`config.mk`:
```
export PLATFORM = sky130hd
export DESIGN_NAME = instr_encoder_loader
export DESIGN_NICKNAME = d
export VERILOG_FILES = /design/src/rtl/instr_encoder_loader.sv
export SDC_FILE = /design/constraint.sdc
export NUM_CORES = 1
export LEC_CHECK = 0
export CAP_MARGIN = 20
export CORE_ASPECT_RATIO = 1.25
export CORE_MARGIN = 8
export CORE_UTILIZATION = 38
export DETAILED_ROUTE_END_ITERATION = 10
export PLACE_DENSITY = 0.79
export REMOVE_ABC_BUFFERS = 1
export SYNTH_ARGS = -nofsm -noshare
export SYNTH_HDL_FRONTEND = slang
export SYNTH_SLANG_ARGS = --single-unit
```
`constraint.sdc`:
```
create_clock -name Clk -period 1.8 [get_ports Clk]
set_clock_uncertainty 0.05 [all_clocks]
set_input_delay 0.36 -clock Clk [delete_from_list [all_inputs] [get_ports Clk]]
set_output_delay 0.36 -clock Clk [all_outputs]
set_load 0.005 [all_outputs]
```
`src/rtl/instr_encoder_loader.sv`:
```
// Program-load path for the single-cycle core: encodes symbolic instruction
// requests into 32-bit MIPS words and writes them sequentially into
// instruction memory starting at BASE_ADDR.
//
// Handshake: a request is accepted on a rising edge where InValid && InReady.
// InReady is high only while loading and waiting for a request. Requests
// presented while InReady is low are ignored and not queued.
module instr_encoder_loader #(
  parameter int ADDR_W    = 5,
  parameter int DEPTH     = 32,
  parameter int BASE_ADDR = 0
) (
  input  logic              Clk,
  input  logic              Rst_n,
  input  logic              Start,
  input  logic              Finish,
  input  logic              InValid,
  output logic              InReady,
  input  logic [3:0]        InOp,
  input  logic [4:0]        InRs,
  input  logic [4:0]        InRt,
  input  logic [4:0]        InRd,
  input  logic [15:0]       InImm,
  input  logic [25:0]       InTarget,
  output logic              MemWe,
  output logic [ADDR_W-1:0] MemAddr,
  output logic [31:0]       MemWData,
  output logic [ADDR_W:0]   Count,
  output logic              Busy,
  output logic              Done,
  output logic              Error
);

  localparam logic [ADDR_W-1:0] BASE    = ADDR_W'(BASE_ADDR);
  localparam logic [ADDR_W:0]   DEPTH_C = (ADDR_W+1)'(DEPTH);

  typedef enum logic [1:0] {
    S_IDLE  = 2'd0,
    S_LOAD  = 2'd1,
    S_WRITE = 2'd2,
    S_DONE  = 2'd3
  } state_e;

  state_e            state_q;
  logic [ADDR_W-1:0] addr_q;
  logic [ADDR_W:0]   count_q;
  logic [ADDR_W:0]   count_inc;
  logic [ADDR_W-1:0] mem_addr_q;
  logic [31:0]       mem_wdata_q;
  logic              mem_we_q;
  logic              error_q;
  logic              finish_lat_q;
  logic              enc_legal;
  logic [31:0]       enc_word;

  assign count_inc = count_q + 1'b1;

  // Encode the current request; opcodes 11..15 have no encoding.
  always_comb begin
    enc_legal = 1'b1;
    enc_word  = '0;
    case (InOp)
      4'd0:    enc_word = {6'b000000, InRs, InRt, InRd, 5'b00000, 6'b100000};
      4'd1:    enc_word = {6'b000000, InRs, InRt, InRd, 5'b00000, 6'b100010};
      4'd2:    enc_word = {6'b000000, InRs, InRt, InRd, 5'b00000, 6'b100100};
      4'd3:    enc_word = {6'b000000, InRs, InRt, InRd, 5'b00000, 6'b100101};
      4'd4:    enc_word = {6'b000000, InRs, InRt, InRd, 5'b00000, 6'b101010};
      4'd5:    enc_word = {6'b100011, InRs, InRt, InImm};
      4'd6:    enc_word = {6'b101011, InRs, InRt, InImm};
      4'd7:    enc_word = {6'b000100, InRs, InRt, InImm};
      4'd8:    enc_word = {6'b001000, InRs, InRt, InImm};
      4'd9:    enc_word = {6'b001100, InRs, InRt, InImm};
      4'd10:   enc_word = {6'b000010, InTarget};
      default: enc_legal = 1'b0;
    endcase
  end

  // Load FSM: accept a request, spend exactly one cycle writing it, advance.
  // A Start in any state begins a fresh load; in WRITE the strobe cycle in
  // flight still completes before the restart takes effect.
  always_ff @(posedge Clk or negedge Rst_n) begin
    if (!Rst_n) begin
      state_q      <= S_IDLE;
      addr_q       <= BASE;
      count_q      <= '0;
      mem_addr_q   <= '0;
      mem_wdata_q  <= '0;
      mem_we_q     <= 1'b0;
      error_q      <= 1'b0;
      finish_lat_q <= 1'b0;
    end else begin
      mem_we_q <= 1'b0;
      case (state_q)
        S_IDLE, S_DONE: begin
          if (Start) begin
            state_q      <= S_LOAD;
            count_q      <= '0;
            addr_q       <= BASE;
            error_q      <= 1'b0;
            finish_lat_q <= 1'b0;
          end
        end
        S_LOAD: begin
          if (Start) begin
            count_q      <= '0;
            addr_q       <= BASE;
            error_q      <= 1'b0;
            finish_lat_q <= 1'b0;
          end else if (InValid) begin
            if (enc_legal) begin
              mem_addr_q   <= addr_q;
              mem_wdata_q  <= enc_word;
              mem_we_q     <= 1'b1;
              finish_lat_q <= Finish;
              state_q      <= S_WRITE;
            end else begin
              // Illegal request is consumed without a write.
              error_q <= 1'b1;
              if (Finish) state_q <= S_DONE;
            end
          end else if (Finish) begin
            state_q <= S_DONE;
          end
        end
        S_WRITE: begin
          count_q      <= count_inc;
          addr_q       <= addr_q + 1'b1;
          finish_lat_q <= 1'b0;
          if (Start) begin
            state_q <= S_LOAD;
            count_q <= '0;
            addr_q  <= BASE;
            error_q <= 1'b0;
          end else if (count_inc == DEPTH_C || finish_lat_q || Finish) begin
            state_q <= S_DONE;
          end else begin
            state_q <= S_LOAD;
          end
        end
        default: state_q <= S_IDLE;
      endcase
    end
  end

  assign InReady  = (state_q == S_LOAD);
  assign Busy     = (state_q == S_LOAD) || (state_q == S_WRITE);
  assign Done     = (state_q == S_DONE);
  assign MemWe    = mem_we_q;
  assign MemAddr  = mem_addr_q;
  assign MemWData = mem_wdata_q;
  assign Count    = count_q;
  assign Error    = error_q;

endmodule

```
==> Word-level counts from Yosys, hierarchy flattened <==
Index checks and enable logic that the tools add are counted.
{ "totals": {"register_bits": 53, "latch_bits": 0, "ram_bits": 0, "rom_bits": 0, "input_bits": 66, "output_inout_bits": 48, "wordCells": 74, "mem_count": 0} }
{ "classes": {"addsub": 2, "multipliers": 0, "div_mod_pow": 0, "n_lt_le_gt_ge": 0, "n_eq_ne": 21, "shift": 0, "muxes": 29, "bitwise_logic": 1, "reduce_logical": 13} }
{ "ops": {"columns": ["op", "count"], "rows": [
  ["$pmux 32 s11", 1],
  ["$eq 4x3->1 const B", 4],
  ["$mux 2", 7],
  ["$eq 4x4->1 const B", 3],
  ["$mux 1", 12],
  ["$mux 6", 2],
  ["$pmux 6 s2", 1],
  ["$reduce_or 11->1", 1],
  ["$mux 5", 2],
  ["$pmux 5 s2", 1],
  ["$eq 4x2->1 const B", 2],
  ["$add 6x1->6 const B", 1],
  ["$eq 6x6->1 const B", 1],
  ["$ne 3x3->1 const B", 2],
  ["$pmux 2 s3", 1],
  ["$reduce_and 3->1", 2],
  ["$reduce_or 3->1", 2],
  ["$add 5x1->5 const B", 1],
  ["$eq 2x2->1 const B", 2],
  ["$eq 4x1->1 const B", 1],
  ["$logic_not 4->1", 1],
  ["$ne 2x1->1 const B", 2],
  ["$ne 2x2->1 const B", 2],
  ["$reduce_and 4->1", 1],
  ["9 further kinds", 11]
]} }

==> Longest topological paths before layout <==
Gate-level depths: netlist of the first run.
{ "logic_depth": {"word_depth": 7, "mapped_depth": 7, "ltp_nobuf": 6} }

==> Worst setup path after synthesis of the first run <==
Ideal clock, no wire load.
{ "synth_path": {"kind": "reg2reg", "startpoint": "reg state_q[1]", "endpoint": "reg mem_addr_q[0] (netlist: MemAddr[0])", "setup_ns": 0.125, "arrival_time_ns": 1.582, "required_time_ns": 1.625, "setup_slack_ns": 0.042, "path_stages_with_launch": 7, "path_buffers": 2, "period_less_slack_ns": 1.758, "cell_sequence": "dfrtp_1 > inv_1 > ha_1 > clkbuf_1 > o2111ai_4 > buf_6 > mux2_4"} }
{ "synth_via": {"elab_chain_cells": 2} }
{ "synth_lines": {"columns": ["element", "line", "source"], "rows": [
  ["start: declaration", "44", "state_e state_q;"],
  ["start signal: assignment", "83", "state_q <= S_IDLE;"],
  ["start signal: assignment", "96", "state_q <= S_LOAD;"],
  ["start signal: assignment", "115", "state_q <= S_WRITE;"],
  ["$eq 2x1->1", null, null],
  ["via InReady", "18", "output logic InReady,"],
  ["$reduce_and 4->1 (no line)", null, null],
  ["end signal: assignment", "111", "mem_addr_q <= addr_q;"],
  ["end: declaration", "48", "logic [ADDR_W-1:0] mem_addr_q;"]
]} }
The timed path passes the listed nets, and every way through them passes these cells.
A chain may end at the register's enable or synchronous reset.

==> Worst setup path after layout of the first run <==
{ "layout_path": {"startpoint": "reg state_q[1]", "endpoint": "out Busy"} }
{ "layout_via": {"elab_chain_cells": 2} }
{ "layout_lines": {"columns": ["element", "line", "source"], "rows": [
  ["$eq 2x1->1 / $eq 2x2->1 (equally long branches)", "146", "assign Busy = (state_q == S_LOAD) || (state_q == S_WRITE);"],
  ["$logic_or 1x1->1 (*)", "146", null],
  ["end: declaration", "29", "output logic Busy,"]
]} }
Mark *: on every way between the ends. The rest lies on a longest branch, timed or not.

==> impl_metrics.py, run 1 <==
metrics = {
    "critical_path": {
        "path_delay_family": "flip-flops",
        "critPathMaxStageDelay_ps": 400,
        "path_max_fanout": 2,
        "cp-end-kind": "output port",
        "path_buf_inv": 3,
        "path_cells": "buf_4 -> ha_1 -> inv_1 -> clkbuf_2",
        "crit_slowest_cell": "dfrtp_1",
        "worstSetupStartpointType": "flop",
        "critPathKind": "flop to output port",
        "reg2reg_slack_ps": 140,
        "rr_endpoint": "Count[5]",
        "cp.required_ps": 1390,
        "timing.rr.start": "state_q[0]",
        "cp_data_arrival_time_ps": 1320,
        "reg2reg_depth": 5,
    },
    "drt": {
        "ant_nets": 0,
        "routed_via_density": 5.08,
        "num_vias": 2484,
        "wl_per_cell_um": 15.6,
        "wl_um": 7640,
        "drc_errors": 0,
        "dr.pass1.iters": 4,
        "drt_iter0_markers": 141,
    },
    "timing": {
        "setup_tns_ps": 0,
        "slew_viol_final": 0,
        "hold_slack_ps": -4.94,
        "fin_ws_ps": 73.8,
        "hold_viol_final": 4,
        "setup_viol": 0,
        "grt_setup_unrepaired": "no",
        "fin_crit_sh_pct": 95.9,
        "min_period_ps": 1730,
        "fmax_mhz": 579,
    },
    "floorplanning": {
        "die_w_um": 90.2,
        "rows": 34,
        "die_h_um": 109,
        "start_util_pct": 38.4,
        "io_pins": 114,
        "die-area_mm2": 0.00981,
        "coreArea_mm2": 0.00681,
    },
    "placed_design": {
        "placed_area_mm2": 0.00398,
        "dp.cells": 477,
        "gp_congestion": 0.927,
        "dp_slack_ps": -323,
        "place_hpwl_um": 6020,
        "numPortBuffers": 112,
    },
    "hold_path": {
        "worstHoldPathType": "primary input to asynchronous set/reset pin",
    },
    "power_and_ir_drop": {
        "ir_drop_v": 0.000606,
        "intPower_mw": 2.91,
        "power_frac_seq_pct": 40.0,
        "total_power_mw": 4.16,
        "power-per-cell-area_mw_per_mm2": 1010,
        "pwr-share-clk_pct": 17.1,
        "p_sw_mw": 1.26,
        "p_comb_share_pct": 42.9,
        "p_leak_nw": 1.80,
        "swShare_pct": 30.2,
    },
    "yosys": {
        "avgSynthCellArea_um2": 9.95,
        "netlist_instances": 263,
        "ys_seq_area_share_pct": 48.8,
        "synth.distinct_cells": 47,
        "ys_warn_count": 0,
        "ys_ff_latch": 51,
        "netlist_area_mm2": 0.00262,
    },
    "outcome": {
        "violations": "negative hold slack",
        "status": "finished with violations",
    },
    "finish": {
        "drive_above_1_share_pct": 16.5,
        "postLayoutCellArea_mm2": 0.00413,
        "post-route-util_pct": 60.7,
        "stdcell_count": 489,
        "syn2layout_area_growth_pct": 57.9,
        "diodes": 0,
        "fin_nets": 469,
    },
    "job": {
        "cap_violations": 0,
    },
    "clock_tree": {
        "hold_buffers": 0,
        "clk_latency_ps": 290,
        "cts_sinks": 51,
        "clk_path_buf_depth": 2,
        "cts_inserted_buffers": 5,
        "cts_tree": "done",
        "cts_max_level": 2,
        "clockRootBuffer": "clkbuf_8",
        "clk_pin_slew_ps": 90,
    },
    "grt": {
        "grt_usage_pct": 15.3,
        "overflow": 0,
        "grt_pass1_vias": 2567,
        "grt_pass1_wl_um": 12500,
        "grt_max_degree": 52,
        "antenna_found_initial": 0,
    },
}
power groups by stage:
stage / Combinational [mW] / Clock, mW / Sequential, mW
2_1_floorplan: 0.549 / 0 / 1.70
3_3_place_gp: 1.71 / 0 / 1.68
3_5_place_dp: 1.75 / 0 / 1.69
4_1_cts: 1.82 / 0.749 / 1.67
5_1_grt: 1.96 / 0.778 / 1.72
6_report: 1.79 / 0.712 / 1.67
worst max-delay path by stage:
stage                     startpoint      endpoint  slack (ps)  depth (start not counted)
after CTS                 state_q[0]          Busy         -60                          4
final                     state_q[1]          Busy          70                          4
after global placement       InOp[2]  MemWData[27]        -200                          6
after detailed placement     InOp[0]  MemWData[11]        -320                          6
after floorplan           state_q[1]   MemWData[0]        -250                          5
after global routing         InOp[1]  MemWData[10]         0.8                          7
cells in the mapped netlist, drive strengths merged:
library cell	number	area, um^2
a21oi	8	51.3
a221oi	3	26.3
a222oi	5	50.1
a22oi	17	128
a31oi	1	6.26
a32oi	1	8.76
and2b	1	10.0
and3	2	12.5
buf	14	116
clkbuf	5	21.3
conb	1	3.75
dfrtp	51	1280
ha	5	62.6
inv	7	26.3
mux2	6	75.1
mux2i	2	20.0
nand2	37	139
nand2b	2	20.0
nand3	2	10.0
nand3b	1	7.51
nand4	4	25.0
nor2	20	75.1
nor2b	4	25.0
nor3	3	26.3
o2111ai	2	35.0
o211ai	1	7.51
o21a	4	30.0
o21ai	39	195
o22ai	1	6.26
o311ai	1	8.76
o31a	1	8.76
o31ai	1	7.51
o32a	1	10.0
or3	1	6.26
xnor2	3	26.3
xor2	6	52.6
registers in the layout, indices dropped and copies added, names as in the netlist:
register,cells
Count,6
MemWe,1
MemWData,30
Error,1
state_q,2
addr_q,5
finish_lat_q,1
MemAddr,5
area by class of cell:
cell class	count	area [um^2]
timing repair buffer	147	1410
clock inverter	1	7.51
inverter	7	26.3
tap	90	113
sequential	51	1280
multi-input combinational	186	1200
clock buffer	7	96.3
fill	566	2680
worst register-to-register path, stage by stage, from the launching register on:
cell and delay [ps]:
dfrtp_2 450, inv_1 70, ha_1 290, nand4_1 200, or3_1 360, a21oi_1 160
cells in the final DEF, fill, tap and decap left out, types with 2 or more instances in the layout:
master | netlist | final
mux2i_1 | 2 | 2
inv_1 | 4 | 3
mux2_2 | 4 | 4
o21ai_1 | 15 | 15
a221oi_1 | 3 | 3
a22oi_1 | 17 | 17
clkdlybuf4s50_1 | 0 | 106
mux2_4 | 2 | 2
o21ai_0 | 24 | 24
nand4_1 | 4 | 4
o21a_1 | 4 | 4
and3_1 | 2 | 2
dlymetal6s2s_1 | 0 | 3
clkbuf_2 | 2 | 2
inv_2 | 3 | 4
xnor2_1 | 3 | 3
clkbuf_8 | 0 | 7
nor3_1 | 2 | 2
dfrtp_1 | 51 | 50
a21oi_1 | 7 | 7
buf_4 | 4 | 32
ha_1 | 5 | 4
a222oi_1 | 5 | 5
nand3_1 | 2 | 2
nor2_1 | 20 | 18
nor2b_1 | 4 | 3
nand2_1 | 37 | 37
nor2_2 | 0 | 2
buf_12 | 0 | 3
xor2_1 | 6 | 6
what timing repair did:
| action | 4_1_cts | 5_1_grt |
|---|---|---|
| buffers inserted | 4 | 0 |
| pin swaps | 1 | 0 |
| gates cloned | 0 | 0 |
| endpoints found under the setup margin | 4 | 16 |
| resized for setup | 6 | 10 |
cell families after synthesis:
logic type | Yosys count | share of synthesized area (%)
compound gates | 86 | 22.1
simple gates | 77 | 13.6
flops | 51 | 48.8
buf+inv | 26 | 6.26
xor+xnor | 9 | 3.01
mux | 8 | 3.63
fa+ha+maj | 5 | 2.39
other cells | 1 | 0.143
layer usage:
metal / part of all wire (%) / track usage (%)
met1: 43 / 17.5
met4: 1.2 / 4.89
met3: 4.8 / 3.37
met5: 0 / 0
met2: 51 / 28.0
No activity file was read; power rests on OpenSTA's default activity.
==> run 2, diff against run 1 <==
Settings changed: ABC_CLOCK_PERIOD_IN_PS from default to 1800.
==> results of run 2 <==
The final DEF is identical to that of run 1; final timing and power are the same.
==> run 3, diff against run 2 <==
Settings changed: CORE_MARGIN 8 to 3.
==> impl_metrics.py, run 3 (synthesized netlist as in run 1, its figures left out) <==
metrics = {
    "outcome": {
        "status": "completed",
    },
    "drt": {
        "wl_per_cell_um": 14.4,
        "num_vias": 2511,
        "dr.pass1.iters": 4,
        "ant_nets": 0,
        "wl_um": 7080,
        "drt_iter0_markers": 108,
        "routed_via_density": 5.09,
        "drc_errors": 0,
    },
    "timing": {
        "hold_viol_final": 0,
        "setup_viol": 0,
        "min_period_ps": 1740,
        "grt_setup_unrepaired": "no",
        "hold_slack_ps": 0.200,
        "slew_viol_final": 0,
        "setup_tns_ps": 0,
        "fmax_mhz": 573,
        "fin_ws_ps": 55.1,
        "fin_crit_sh_pct": 96.9,
    },
    "placed_design": {
        "gp_congestion": 0.877,
        "numPortBuffers": 112,
        "dp_slack_ps": -272,
        "place_hpwl_um": 5620,
        "placed_area_mm2": 0.00404,
    },
    "job": {
        "cap_violations": 0,
    },
    "clock_tree": {
        "clk_latency_ps": 300,
        "clockRootBuffer": "clkbuf_8",
        "cts_max_level": 2,
        "cts_sinks": 51,
        "clk_pin_slew_ps": 90,
        "hold_buffers": 0,
        "clk_path_buf_depth": 2,
        "cts_tree": "done",
        "cts_inserted_buffers": 5,
    },
    "critical_path": {
        "critPathMaxStageDelay_ps": 420,
        "worstSetupStartpointType": "flop",
        "cp-end-kind": "output port",
        "cp.required_ps": 1390,
        "path_max_fanout": 3,
        "path_cells": "buf_4 -> ha_2 -> inv_2 -> clkbuf_2",
        "crit_slowest_cell": "dfrtp_1",
        "critPathKind": "flop to output port",
        "cp_data_arrival_time_ps": 1330,
    },
    "grt": {
        "grt_max_degree": 29,
        "grt_pass1_wl_um": 12000,
        "grt_usage_pct": 18.8,
        "antenna_found_initial": 0,
        "overflow": 0,
        "grt_pass1_vias": 2618,
    },
    "power_and_ir_drop": {
        "pwr-share-clk_pct": 17.0,
        "power-per-cell-area_mw_per_mm2": 994,
        "p_sw_mw": 1.24,
        "power_frac_seq_pct": 39.8,
        "intPower_mw": 2.92,
        "swShare_pct": 29.7,
        "ir_drop_v": 0.000571,
        "p_leak_nw": 1.85,
        "p_comb_share_pct": 43.1,
    },
    "finish": {
        "post-route-util_pct": 63.4,
        "postLayoutCellArea_mm2": 0.00419,
        "diodes": 0,
        "final_common_cell": "clkdlybuf4s50_1",
        "fin_nets": 476,
        "final_cell_mix": "clkdlybuf4s50_1, dfrtp_1, buf_4",
        "drive_above_1_share_pct": 17.0,
        "syn2layout_area_growth_pct": 60.1,
        "largest_reg_flops": 30,
    },
    "floorplanning": {
        "die_h_um": 98.8,
        "die-area_mm2": 0.00792,
        "start_util_pct": 39.6,
        "die_w_um": 80.2,
        "coreArea_mm2": 0.00661,
        "rows": 33,
        "io_pins": 114,
    },
    "hold_path": {
        "worstHoldPathType": "primary input to asynchronous set/reset pin",
    },
}
## run 3: worst paths after layout
check | slack (ps) | to | cells after the start | startpoint
max reg2reg | 190 | MemWData[0] | 7 | state_q[1]
min reg2reg | 440 | MemWData[1] | 2 | MemWData[1]
max | 60 | Busy | 4 | state_q[1]
min | 0.2 | MemWData[16] | 2 | Rst_n
min in group Clk | 420 | MemWData[28] | 3 | InOp[0]
max in group asynchronous | 1430 | addr_q[0] | 2 | Rst_n
## run 3: per-layer routing
layer | part of all wire (%) | global-route usage, %
met1 | 39 | 21.7
met2 | 51 | 33.3
met3 | 9.0 | 5.67
met4 | 1.6 | 5.33
met5 | 0 | 0
## run 3: power groups by stage
stage               sequential (mW)  clock, mW  combinational (mW)
floorplan                      1.70          0               0.549
global placement               1.68          0                1.70
detailed placement             1.69          0                1.74
CTS                            1.66      0.731                1.81
global route                   1.70      0.775                1.99
finish                         1.66      0.710                1.79
## run 3: worst max-delay path: cells and delay by family, from the launching register on
| family | cells | cell delay, ps |
|---|---|---|
| adder cells (fa/ha/maj) | 1 | 320 |
| buffers and inverters | 3 | 300 |
| flip-flops | 1 | 420 |
## run 3: final cells by class
| type | count | area, um^2 |
|---|---|---|
| fill | 558 | 2420 |
| timing repair buffer | 154 | 1490 |
| sequential | 51 | 1280 |
| multi-input combinational | 186 | 1190 |
| tap | 87 | 109 |
| clock buffer | 8 | 100 |
| inverter | 7 | 26.3 |
## run 3: timing repair
action	4_1_cts	5_1_grt
setup buffers	3	1
setup endpoints to repair	3	22
gates resized for setup	4	9
## run 3: through the flow
stage | std cells | total power, mW
floorplan | 244 | 2.25
global placement | 481 | 3.38
detailed placement | 481 | 3.44
CTS | 492 | 4.20
global route | 493 | 4.47
finish | 493 | 4.16
